==> src/rtl/cache_ctrl_if.sv <==
`default_nettype none
// ============================================================================
// Module   : cache_ctrl_if
// Brief    : CPU, valid/tag/data array and main-memory signals of cache_ctrl.
// Revision : 1.0
// ============================================================================
interface cache_ctrl_if;
  logic        cpu_req;
  logic        cpu_we;
  logic [31:0] cpu_addr;
  logic [31:0] cpu_wdata;
  logic [31:0] cpu_rdata;
  logic        cpu_ack;
  logic        flush;

  logic [10:0] v_addr;
  logic        v_rdata;
  logic        v_wdata;
  logic        v_we;
  logic        v_clr;

  logic [10:0] t_addr;
  logic [18:0] t_wdata;
  logic [18:0] t_rdata;
  logic        t_we;

  logic [10:0] d_addr;
  logic [31:0] d_wdata;
  logic [31:0] d_rdata;
  logic        d_we;

  logic        mem_req;
  logic        mem_we;
  logic [31:0] mem_addr;
  logic [31:0] mem_wdata;
  logic [31:0] mem_rdata;
  logic        mem_ack;

  logic [15:0] hit_cnt;
  logic [15:0] miss_cnt;

  // Controller side.
  modport master (
    input  cpu_req, cpu_we, cpu_addr, cpu_wdata, flush,
    input  v_rdata, t_rdata, d_rdata, mem_rdata, mem_ack,
    output cpu_rdata, cpu_ack,
    output v_addr, v_wdata, v_we, v_clr,
    output t_addr, t_wdata, t_we,
    output d_addr, d_wdata, d_we,
    output mem_req, mem_we, mem_addr, mem_wdata,
    output hit_cnt, miss_cnt
  );

  // CPU, arrays and memory side.
  modport slave (
    output cpu_req, cpu_we, cpu_addr, cpu_wdata, flush,
    output v_rdata, t_rdata, d_rdata, mem_rdata, mem_ack,
    input  cpu_rdata, cpu_ack,
    input  v_addr, v_wdata, v_we, v_clr,
    input  t_addr, t_wdata, t_we,
    input  d_addr, d_wdata, d_we,
    input  mem_req, mem_we, mem_addr, mem_wdata,
    input  hit_cnt, miss_cnt
  );
endinterface
`default_nettype wire

==> src/rtl/cache_ctrl.sv <==
`default_nettype none
// ============================================================================
// Module   : cache_ctrl
// Brief    : Direct-mapped, write-through/no-allocate cache controller.
// Revision : 1.0
// ============================================================================
module cache_ctrl (
  input  logic         clk,
  input  logic         rst,
  cache_ctrl_if.master bus
);

  typedef enum logic [2:0] {
    IDLE    = 3'd0,
    COMPARE = 3'd1,
    REFILL  = 3'd2,
    UPDATE  = 3'd3,
    WRITE   = 3'd4,
    FLUSH   = 3'd5
  } state_t;

  localparam logic [15:0] c_cnt_max = 16'hFFFF;

  state_t      r_state;
  logic        r_we;
  logic [31:0] r_addr;
  logic [31:0] r_wdata;
  logic        r_cpu_ack;
  logic [31:0] r_cpu_rdata;
  logic        r_v_we;
  logic        r_t_we;
  logic        r_d_we;
  logic [31:0] r_d_wdata;
  logic        r_v_clr;
  logic        r_mem_req;
  logic        r_mem_we;
  logic [31:0] r_mem_addr;
  logic [31:0] r_mem_wdata;
  logic [15:0] r_hit_cnt;
  logic [15:0] r_miss_cnt;

  logic [18:0] w_tag;
  logic [10:0] w_index;
  logic        w_hit;
  logic        w_unused;

  assign w_tag    = r_addr[31:13];
  assign w_index  = r_addr[12:2];
  assign w_hit    = bus.v_rdata & (bus.t_rdata == w_tag);
  assign w_unused = &{1'b0, r_addr[1:0]};

  assign bus.v_addr    = w_index;
  assign bus.t_addr    = w_index;
  assign bus.d_addr    = w_index;
  assign bus.v_wdata   = 1'b1;
  assign bus.v_we      = r_v_we;
  // Reset clears the valid array on the first clock edge it sees.
  assign bus.v_clr     = r_v_clr | ~rst;
  assign bus.t_wdata   = w_tag;
  assign bus.t_we      = r_t_we;
  assign bus.d_wdata   = r_d_wdata;
  assign bus.d_we      = r_d_we;
  assign bus.cpu_ack   = r_cpu_ack;
  assign bus.cpu_rdata = r_cpu_rdata;
  assign bus.mem_req   = r_mem_req;
  assign bus.mem_we    = r_mem_we;
  assign bus.mem_addr  = r_mem_addr;
  assign bus.mem_wdata = r_mem_wdata;
  assign bus.hit_cnt   = r_hit_cnt;
  assign bus.miss_cnt  = r_miss_cnt;

  always_ff @(posedge clk or negedge rst) begin
    if (!rst) begin
      r_state     <= IDLE;
      r_we        <= 1'b0;
      r_addr      <= 32'd0;
      r_wdata     <= 32'd0;
      r_cpu_ack   <= 1'b0;
      r_cpu_rdata <= 32'd0;
      r_v_we      <= 1'b0;
      r_t_we      <= 1'b0;
      r_d_we      <= 1'b0;
      r_d_wdata   <= 32'd0;
      r_v_clr     <= 1'b0;
      r_mem_req   <= 1'b0;
      r_mem_we    <= 1'b0;
      r_mem_addr  <= 32'd0;
      r_mem_wdata <= 32'd0;
      r_hit_cnt   <= 16'd0;
      r_miss_cnt  <= 16'd0;
    end else begin
      r_cpu_ack <= 1'b0;
      r_v_we    <= 1'b0;
      r_t_we    <= 1'b0;
      r_d_we    <= 1'b0;
      r_v_clr   <= 1'b0;
      case (r_state)
        IDLE: begin
          // The request is still high during its own ack cycle; skip it.
          if (bus.flush) begin
            r_v_clr <= 1'b1;
            r_state <= FLUSH;
          end else if (bus.cpu_req && !r_cpu_ack) begin
            r_we    <= bus.cpu_we;
            r_addr  <= bus.cpu_addr;
            r_wdata <= bus.cpu_wdata;
            r_state <= COMPARE;
          end
        end
        COMPARE: begin
          if (w_hit) begin
            if (r_hit_cnt != c_cnt_max) r_hit_cnt <= r_hit_cnt + 16'd1;
          end else begin
            if (r_miss_cnt != c_cnt_max) r_miss_cnt <= r_miss_cnt + 16'd1;
          end
          if (!r_we) begin
            if (w_hit) begin
              r_cpu_ack   <= 1'b1;
              r_cpu_rdata <= bus.d_rdata;
              r_state     <= IDLE;
            end else begin
              r_mem_req  <= 1'b1;
              r_mem_we   <= 1'b0;
              r_mem_addr <= {r_addr[31:2], 2'b00};
              r_state    <= REFILL;
            end
          end else begin
            if (w_hit) begin
              r_d_we    <= 1'b1;
              r_d_wdata <= r_wdata;
            end
            r_mem_req   <= 1'b1;
            r_mem_we    <= 1'b1;
            r_mem_addr  <= {r_addr[31:2], 2'b00};
            r_mem_wdata <= r_wdata;
            r_state     <= WRITE;
          end
        end
        REFILL: begin
          if (bus.mem_ack) begin
            r_mem_req   <= 1'b0;
            r_v_we      <= 1'b1;
            r_t_we      <= 1'b1;
            r_d_we      <= 1'b1;
            r_d_wdata   <= bus.mem_rdata;
            r_cpu_ack   <= 1'b1;
            r_cpu_rdata <= bus.mem_rdata;
            r_state     <= UPDATE;
          end
        end
        UPDATE: r_state <= IDLE;
        WRITE: begin
          if (bus.mem_ack) begin
            r_mem_req <= 1'b0;
            r_mem_we  <= 1'b0;
            r_cpu_ack <= 1'b1;
            r_state   <= IDLE;
          end
        end
        FLUSH:   r_state <= IDLE;
        default: r_state <= IDLE;
      endcase
    end
  end

endmodule
`default_nettype wire

==> src/flat_wrapper.sv <==
// flat-port wrapper written by rule: the top's interface ports become plain ports
module cache_ctrl_flat 
  (clk, rst, bus_cpu_req, bus_cpu_we, bus_cpu_addr, bus_cpu_wdata, bus_flush, bus_v_rdata, bus_t_rdata, bus_d_rdata, bus_mem_rdata, bus_mem_ack, bus_cpu_rdata, bus_cpu_ack, bus_v_addr, bus_v_wdata, bus_v_we, bus_v_clr, bus_t_addr, bus_t_wdata, bus_t_we, bus_d_addr, bus_d_wdata, bus_d_we, bus_mem_req, bus_mem_we, bus_mem_addr, bus_mem_wdata, bus_hit_cnt, bus_miss_cnt);
  cache_ctrl_if bus_i ();
  input  logic clk;
  input  logic rst;
  input wire logic [$bits(bus_i.cpu_req)-1:0] bus_cpu_req;
  input wire logic [$bits(bus_i.cpu_we)-1:0] bus_cpu_we;
  input wire logic [$bits(bus_i.cpu_addr)-1:0] bus_cpu_addr;
  input wire logic [$bits(bus_i.cpu_wdata)-1:0] bus_cpu_wdata;
  input wire logic [$bits(bus_i.flush)-1:0] bus_flush;
  input wire logic [$bits(bus_i.v_rdata)-1:0] bus_v_rdata;
  input wire logic [$bits(bus_i.t_rdata)-1:0] bus_t_rdata;
  input wire logic [$bits(bus_i.d_rdata)-1:0] bus_d_rdata;
  input wire logic [$bits(bus_i.mem_rdata)-1:0] bus_mem_rdata;
  input wire logic [$bits(bus_i.mem_ack)-1:0] bus_mem_ack;
  output wire logic [$bits(bus_i.cpu_rdata)-1:0] bus_cpu_rdata;
  output wire logic [$bits(bus_i.cpu_ack)-1:0] bus_cpu_ack;
  output wire logic [$bits(bus_i.v_addr)-1:0] bus_v_addr;
  output wire logic [$bits(bus_i.v_wdata)-1:0] bus_v_wdata;
  output wire logic [$bits(bus_i.v_we)-1:0] bus_v_we;
  output wire logic [$bits(bus_i.v_clr)-1:0] bus_v_clr;
  output wire logic [$bits(bus_i.t_addr)-1:0] bus_t_addr;
  output wire logic [$bits(bus_i.t_wdata)-1:0] bus_t_wdata;
  output wire logic [$bits(bus_i.t_we)-1:0] bus_t_we;
  output wire logic [$bits(bus_i.d_addr)-1:0] bus_d_addr;
  output wire logic [$bits(bus_i.d_wdata)-1:0] bus_d_wdata;
  output wire logic [$bits(bus_i.d_we)-1:0] bus_d_we;
  output wire logic [$bits(bus_i.mem_req)-1:0] bus_mem_req;
  output wire logic [$bits(bus_i.mem_we)-1:0] bus_mem_we;
  output wire logic [$bits(bus_i.mem_addr)-1:0] bus_mem_addr;
  output wire logic [$bits(bus_i.mem_wdata)-1:0] bus_mem_wdata;
  output wire logic [$bits(bus_i.hit_cnt)-1:0] bus_hit_cnt;
  output wire logic [$bits(bus_i.miss_cnt)-1:0] bus_miss_cnt;
  assign bus_i.cpu_req = bus_cpu_req;
  assign bus_i.cpu_we = bus_cpu_we;
  assign bus_i.cpu_addr = bus_cpu_addr;
  assign bus_i.cpu_wdata = bus_cpu_wdata;
  assign bus_i.flush = bus_flush;
  assign bus_i.v_rdata = bus_v_rdata;
  assign bus_i.t_rdata = bus_t_rdata;
  assign bus_i.d_rdata = bus_d_rdata;
  assign bus_i.mem_rdata = bus_mem_rdata;
  assign bus_i.mem_ack = bus_mem_ack;
  assign bus_cpu_rdata = bus_i.cpu_rdata;
  assign bus_cpu_ack = bus_i.cpu_ack;
  assign bus_v_addr = bus_i.v_addr;
  assign bus_v_wdata = bus_i.v_wdata;
  assign bus_v_we = bus_i.v_we;
  assign bus_v_clr = bus_i.v_clr;
  assign bus_t_addr = bus_i.t_addr;
  assign bus_t_wdata = bus_i.t_wdata;
  assign bus_t_we = bus_i.t_we;
  assign bus_d_addr = bus_i.d_addr;
  assign bus_d_wdata = bus_i.d_wdata;
  assign bus_d_we = bus_i.d_we;
  assign bus_mem_req = bus_i.mem_req;
  assign bus_mem_we = bus_i.mem_we;
  assign bus_mem_addr = bus_i.mem_addr;
  assign bus_mem_wdata = bus_i.mem_wdata;
  assign bus_hit_cnt = bus_i.hit_cnt;
  assign bus_miss_cnt = bus_i.miss_cnt;
  cache_ctrl u_core (.clk(clk), .rst(rst), .bus(bus_i));
endmodule
==> config.mk <==
export PLATFORM = sky130hd
export DESIGN_NAME = cache_ctrl_flat
export DESIGN_NICKNAME = d
export VERILOG_FILES = /design/src/rtl/cache_ctrl_if.sv /design/src/rtl/cache_ctrl.sv /design/src/flat_wrapper.sv
export SDC_FILE = /design/constraint.sdc
export NUM_CORES = 1
export LEC_CHECK = 0
export CELL_PAD_IN_SITES_DETAIL_PLACEMENT = 2
export CELL_PAD_IN_SITES_GLOBAL_PLACEMENT = 2
export CORE_ASPECT_RATIO = 0.7
export CORE_UTILIZATION = 29
export DETAILED_ROUTE_END_ITERATION = 8
export PLACE_DENSITY_LB_ADDON = 0.1
export SETUP_SLACK_MARGIN = 0.02
export SKIP_LAST_GASP = 1
export SYNTH_ARGS = -nofsm -noshare
export SYNTH_HDL_FRONTEND = slang
export SYNTH_SLANG_ARGS = --single-unit
==> constraint.sdc <==
create_clock -name clk -period 2.43 [get_ports clk]
set_input_delay 0.243 -clock clk [delete_from_list [all_inputs] [get_ports clk]]
set_output_delay 0.243 -clock clk [all_outputs]
set_load 0.01 [all_outputs]
## Word-level counts from Yosys, hierarchy flattened

Index checks and enable logic that the tools add are counted.

- Bits in registers: 234
- Bits in latches: 0
- Memory bits (writable): 0
- Bits in read-only memories: 0
- Input bits: 154
- Output and inout bits: 220
- Logic and storage cells: 87
- Memories: 0

- Add/sub/neg operators: 2
- Multipliers: 0
- Divide/modulo/power cells: 0
- Order comparisons: 0
- Equal/unequal tests: 15
- Shifts and indexed selects: 0
- Multiplexer cells: 32
- Bitwise logic cells: 5
- Reduce and logical (&&, ||, !) cells: 17

Operators with widths:

| cell | number |
|---|---|
| $mux W32 | 7 |
| $pmux W32 S2 | 2 |
| $add A16 B1 Y16 const B | 2 |
| $ne A16 B16 Y1 const B | 2 |
| $eq A19 B19 Y1 | 1 |
| $reduce_and A3 Y1 | 6 |
| $mux W3 | 5 |
| $mux W1 | 12 |
| $pmux W3 S4 | 1 |
| $ne A2 B1 Y1 const B | 4 |
| $pmux W1 S2 | 4 |
| $reduce_and A4 Y1 | 2 |
| $ne A2 B2 Y1 const B | 3 |
| $ne A3 B2 Y1 const B | 2 |
| $reduce_bool A2 Y1 | 3 |
| $reduce_and A2 Y1 | 2 |
| $eq A3 B1 Y1 const B | 1 |
| $eq A3 B2 Y1 const B | 1 |
| $eq A3 B3 Y1 const B | 1 |
| $logic_not A3 Y1 | 1 |
| $not A1 Y1 | 3 |
| $mux W2 | 1 |
| $reduce_or A2 Y1 | 1 |
| $and A1 B1 Y1 | 1 |
| other kinds (3) | 3 |

## Longest topological paths before layout

- Word-level depth: 5
- Depth in mapped cells: 9
- Depth with buffers taken out: 7

## Worst setup path after synthesis

OpenSTA, ideal clock, no wires.

- Kind: register to register
- From: register u_core.r_addr[29]
- To: register u_core.r_cpu_rdata[10] (netlist: u_core.bus.cpu_rdata[10])
- Setup time: 0.125 ns
- Data arrival time: 2.066 ns
- Path slack: 0.240 ns
- Cell stages (with the launch flop): 8
- Cells stage by stage: dfrtp_1 -> xnor2_1 -> nand3_1 -> nor4_1 -> nand2_2 -> o31ai_4 -> buf_6 -> mux2_2

- Word-level cells in the longest chain between the ends: 4

RTL lines:

| what | RTL line | text |
|---|---|---|
| from (decl) | cache_ctrl.sv:26 | `logic [31:0] r_addr;` |
| from (signal assigned) | cache_ctrl.sv:105 | `r_addr <= bus.cpu_addr;` |
| $eq A19 B19 Y1 | cache_ctrl.sv:49 | `assign w_hit = bus.v_rdata & (bus.t_rdata == w_tag);` |
| $and A1 B1 Y1 | cache_ctrl.sv:49 |  |
| $ne A2 B1 Y1 (no source line) | n/a |  |
| $reduce_and A4 Y1 (no source line) | n/a |  |
| to (signal assigned) | cache_ctrl.sv:119 | `r_cpu_rdata <= bus.d_rdata;` |
| to (signal assigned) | cache_ctrl.sv:147 | `r_cpu_rdata <= bus.mem_rdata;` |
| to (decl) | cache_ctrl.sv:29 | `logic [31:0] r_cpu_rdata;` |

No other way between the ends.
A chain may end at the register's enable or synchronous reset.

## Final worst setup path

- From: register u_core.r_addr[16]
- To: register u_core.r_d_wdata[20] (netlist: u_core.bus.d_wdata[20])

- Word-level cells in the longest chain between the ends: 4

RTL lines:

| what | RTL line | text |
|---|---|---|
| $eq A19 B19 Y1 | cache_ctrl.sv:49 |  |
| $and A1 B1 Y1 | cache_ctrl.sv:49 |  |
| $ne A2 B1 Y1 (no source line) | n/a |  |
| $reduce_and A4 Y1 (no source line) | n/a |  |
| to (signal assigned) | cache_ctrl.sv:130 | `r_d_wdata <= r_wdata;` |
| to (signal assigned) | cache_ctrl.sv:145 | `r_d_wdata <= bus.mem_rdata;` |
| to (decl) | cache_ctrl.sv:33 | `logic [31:0] r_d_wdata;` |

No other way between the ends.

==> impl_metrics.yaml <==
worst_setup_path:
  ff2ff_path_depth: 9
  r2r_start: "u_core.r_addr[16]$_DFFE_PN0P_"
  worstPathArrival_ns: 2.82
  crit_family: "simple AND/OR/NAND/NOR gates"
  worstPathRequired_ns: 2.84
  rr_endpoint: "u_core.bus.d_wdata[20]$_DFFE_PN0P_"
  crit_cells: 9
  critPathKind: "reg2reg"
  cp_slowest_cell: "dfrtp_2"
  start_kind: "flip-flop"
  r2r_setup_slack_ns: 0.02
  path_cells: "xnor2_2, nand4_1, nor4_4, nand2_2, buf_6, o21ai_4, buf_12, clkbuf_16, mux2_4"
  max_stage_delay_ns: 0.45
  crit_fanout: 7
  endpoint_kind: "flip-flop"
  cp.buffers_inverters: 3
synthesis:
  synth_area_leaders: "dfrtp_1, mux2_2, xnor2_1, buf_4, xor2_1"
  ys_async_sr_fraction_pct: 100.0
  ys_ff_latch: 230
  syn-cell-area_um2: 10160
  syn_inst: 724
  yosysUniqueCellTypes: 43
  syn_avg_cell_area_um2: 14.03
  synth_ff_type: "dfrtp_1"
  synth_edf_count: 0
  synth_top_cell_area_share_pct: 56.66
  ys_top_cells_by_count: "mux2_2, dfrtp_1, xnor2_1"
  post-synth-top-area-cell: "dfrtp_1"
  ys_seq_area_share_pct: 56.66
  synth_most_common_cell: "mux2_2"
  synth_warnings: 0
global_route:
  grt_max_degree: 131
  grt_pass1_vias: 8272
  grt_usage_pct: 18.85
  grt-ovfl-total: 0
  met3_usage_pct: 5.850
  antenna_found_initial: 4
  use_met1_pct: 24.63
  grt_use_met2_pct: 30.10
  grt.busiest_layer: "met2"
  grt_pass1_wl_um: 51050
timing:
  setup-violations-final: 0
  finalHoldViolations: 0
  worst_slack_ns: 0.01943
  fin_worst_skew_ns: 0.03241
  finalCritPeriodShare_pct: 99.20
  min_period_ns: 2.411
  tightest_slew_ns: 0.7347
  fin_tns_setup_ns: 0
  clock.fmax_mhz: 414.8
  relSlewSlack_pct: 51.02
  drv_slew: 0
  rsz0062_at_grt: "true"
clock_tree:
  numCtsBuffers: 26
  clk_latency_ns: 0.55
  htree_levels: 1
  cts.sinks: 230
  cts.clk_slew.worst_paths_ns: 0.06
  clock_path_buffers: 3
  root_buffer: "clkbuf_16"
  cts_tree: "built"
route:
  vias_per_cell: 4.596
  drtIter0Drc: 254
  drcViolationCount: 0
  wl_per_cell_um: 21.97
  num_vias: 7368
  drtAntennaViolNets: 0
  dr.pass1.iters: 4
  wl_um: 35220
die:
  num_rows: 56
  die-width_um: 225.7
  io_pins: 374
  start_util_pct: 29.89
  dieHeight_um: 158.6
  core-area_um2: 33980
  die-area_um2: 35790
outcome:
  outcome: "finished, final reports clean"
power:
  leakage_nw: 6.709
  power_density_nw_per_um2: 1232
  ir_worst_vdd_uv: 582.6
placed_design:
  portBuffers: 368
  dpl.hpwl_um: 24280
  gp_congestion: 0.8137
  place_area_um2: 14460
  dpl_worst_slack_ns: -0.2942
finish:
  multi_input_area_um2: 4349
  fill_cells: 3306
  drive_gt1_share_pct: 33.83
  num-nets-final: 1274
  seq_area_um2: 5762
  final_area_um2: 15940
  area_growth_pct: 56.87
job:
  maxCapViolCount: 0
worst_hold_path:
  hp-class: "in2async"
==> metrics by stage <==
stage / hold WS, ns / instances / utilization (%) / power [mW]
after floorplan: -0.05259 / 725 / - / 10.55
after global placement: 0.06911 / 1537 / 42.55 / 15.01
after detailed placement: 0.06646 / 1537 / 42.55 / 15.22
after CTS: 0.1211 / 1591 / 45.52 / 19.45
after global routing: 0.1258 / 1603 / 46.89 / 20.75
final: 0.1358 / 1603 / 46.89 / 19.64
==> cells by family after synthesis <==
| group | synth area share [%] |
|---|---|
| xor+xnor | 3.966 |
| flops | 56.66 |
| buf+inv | 3.941 |
| compound gates | 1.293 |
| fa+ha+maj | 0.2463 |
| mux | 28.48 |
| other cells | 0.07393 |
| simple gates | 5.346 |
==> cells in the final DEF, fill, tap and decap left out, types with 3 or more instances in the layout <==
master           Yosys  layout
buf_4               29      36
nor2_1              16      16
clkinv_2             0       5
buf_12               0       9
xor2_1              14      14
mux2_4               0      51
conb_1               2       3
inv_1                7       7
clkbuf_1            12       5
mux2_2             255     205
clkdlybuf4s50_1      0     367
nand3_1             19      18
xnor2_1             32      19
xnor2_2              0      13
and3_1               5       5
dfrtp_1            230     225
clkbuf_16            0      31
clkbuf_8             0      10
a21oi_1              4       4
nor3_1              12      10
nand2_1             16      15
dfrtp_2              0       5
buf_6                3       5
nand4_1             17      17
nand2b_1             3       3
==> power breakdown <==
part | leakage [nW] | total (mW) | internal [mW] | switching (mW)
clock network | 0.429 | 3.92 | 2.28 | 1.64
registers | 2.82 | 6.83 | 5.53 | 1.30
logic | 3.46 | 8.89 | 5.56 | 3.32
==> worst reg2reg max path: stages (launching register included) <==
cell,delay [ns]
dfrtp_2,0.45
xnor2_2,0.14
nand4_1,0.20
nor4_4,0.36
nand2_2,0.15
buf_6,0.16
o21ai_4,0.15
buf_12,0.17
clkbuf_16,0.19
mux2_4,0.30
==> metal layers <==
| layer | wire length [um] | vias up |
|---|---|---|
| met4 | 733 | 6 |
| met3 | 2206 | 58 |
| met5 | 35 | - |
| met2 | 16420 | 206 |
| li1 | - | 3323 |
| met1 | 15830 | 3775 |
==> final cells by class <==
class,count,area share [%]
antenna,1,0.01570
clock inverter,7,0.3141
sequential,230,36.16
multi-input combinational,428,27.29
clock buffer,41,5.064
timing repair buffer,425,27.35
tap,464,3.643
inverter,7,0.1649
==> worst max path at each step <==
stage,startpoint,to,slack [ns]
final,u_core.r_addr[16]$_DFFE_PN0P_,u_core.bus.d_wdata[20]$_DFFE_PN0P_,0.02
after global routing,u_core.r_addr[16]$_DFFE_PN0P_,u_core.bus.d_wdata[20]$_DFFE_PN0P_,-0.07
after CTS,u_core.r_state[0]$_DFFE_PN0P_,u_core.bus.hit_cnt[9]$_DFFE_PN0P_,0.03
after detailed placement,bus_t_rdata[16],u_core.bus.cpu_rdata[14]$_DFFE_PN0P_,-0.29
after global placement,bus_t_rdata[16],u_core.bus.cpu_rdata[8]$_DFFE_PN0P_,-0.26
after floorplan,u_core.r_addr[29]$_DFFE_PN0P_,u_core.bus.cpu_rdata[10]$_DFFE_PN0P_,0.24
==> repair_timing <==
item,4_1_cts,5_1_grt
buffers inserted,4,5
setup endpoints to repair,43,102
pin swaps,5,8
gates resized for setup,16,68
hold endpoints to repair,230,0
hold buffers,1,0
cloned,1,6
==> sequential cells by signal, indices dropped and copies added, names as in the netlist, 3 cells and up <==
register and cells:
u_core.bus.d_wdata 32, u_core.bus.cpu_rdata 32, u_core.bus.mem_addr 30, u_core.bus.hit_cnt 16, u_core.bus.mem_wdata 32, u_core.r_state 3
u_core.r_addr 30, u_core.bus.miss_cnt 16, u_core.r_wdata 32
Power figures use the tool's default switching activity.
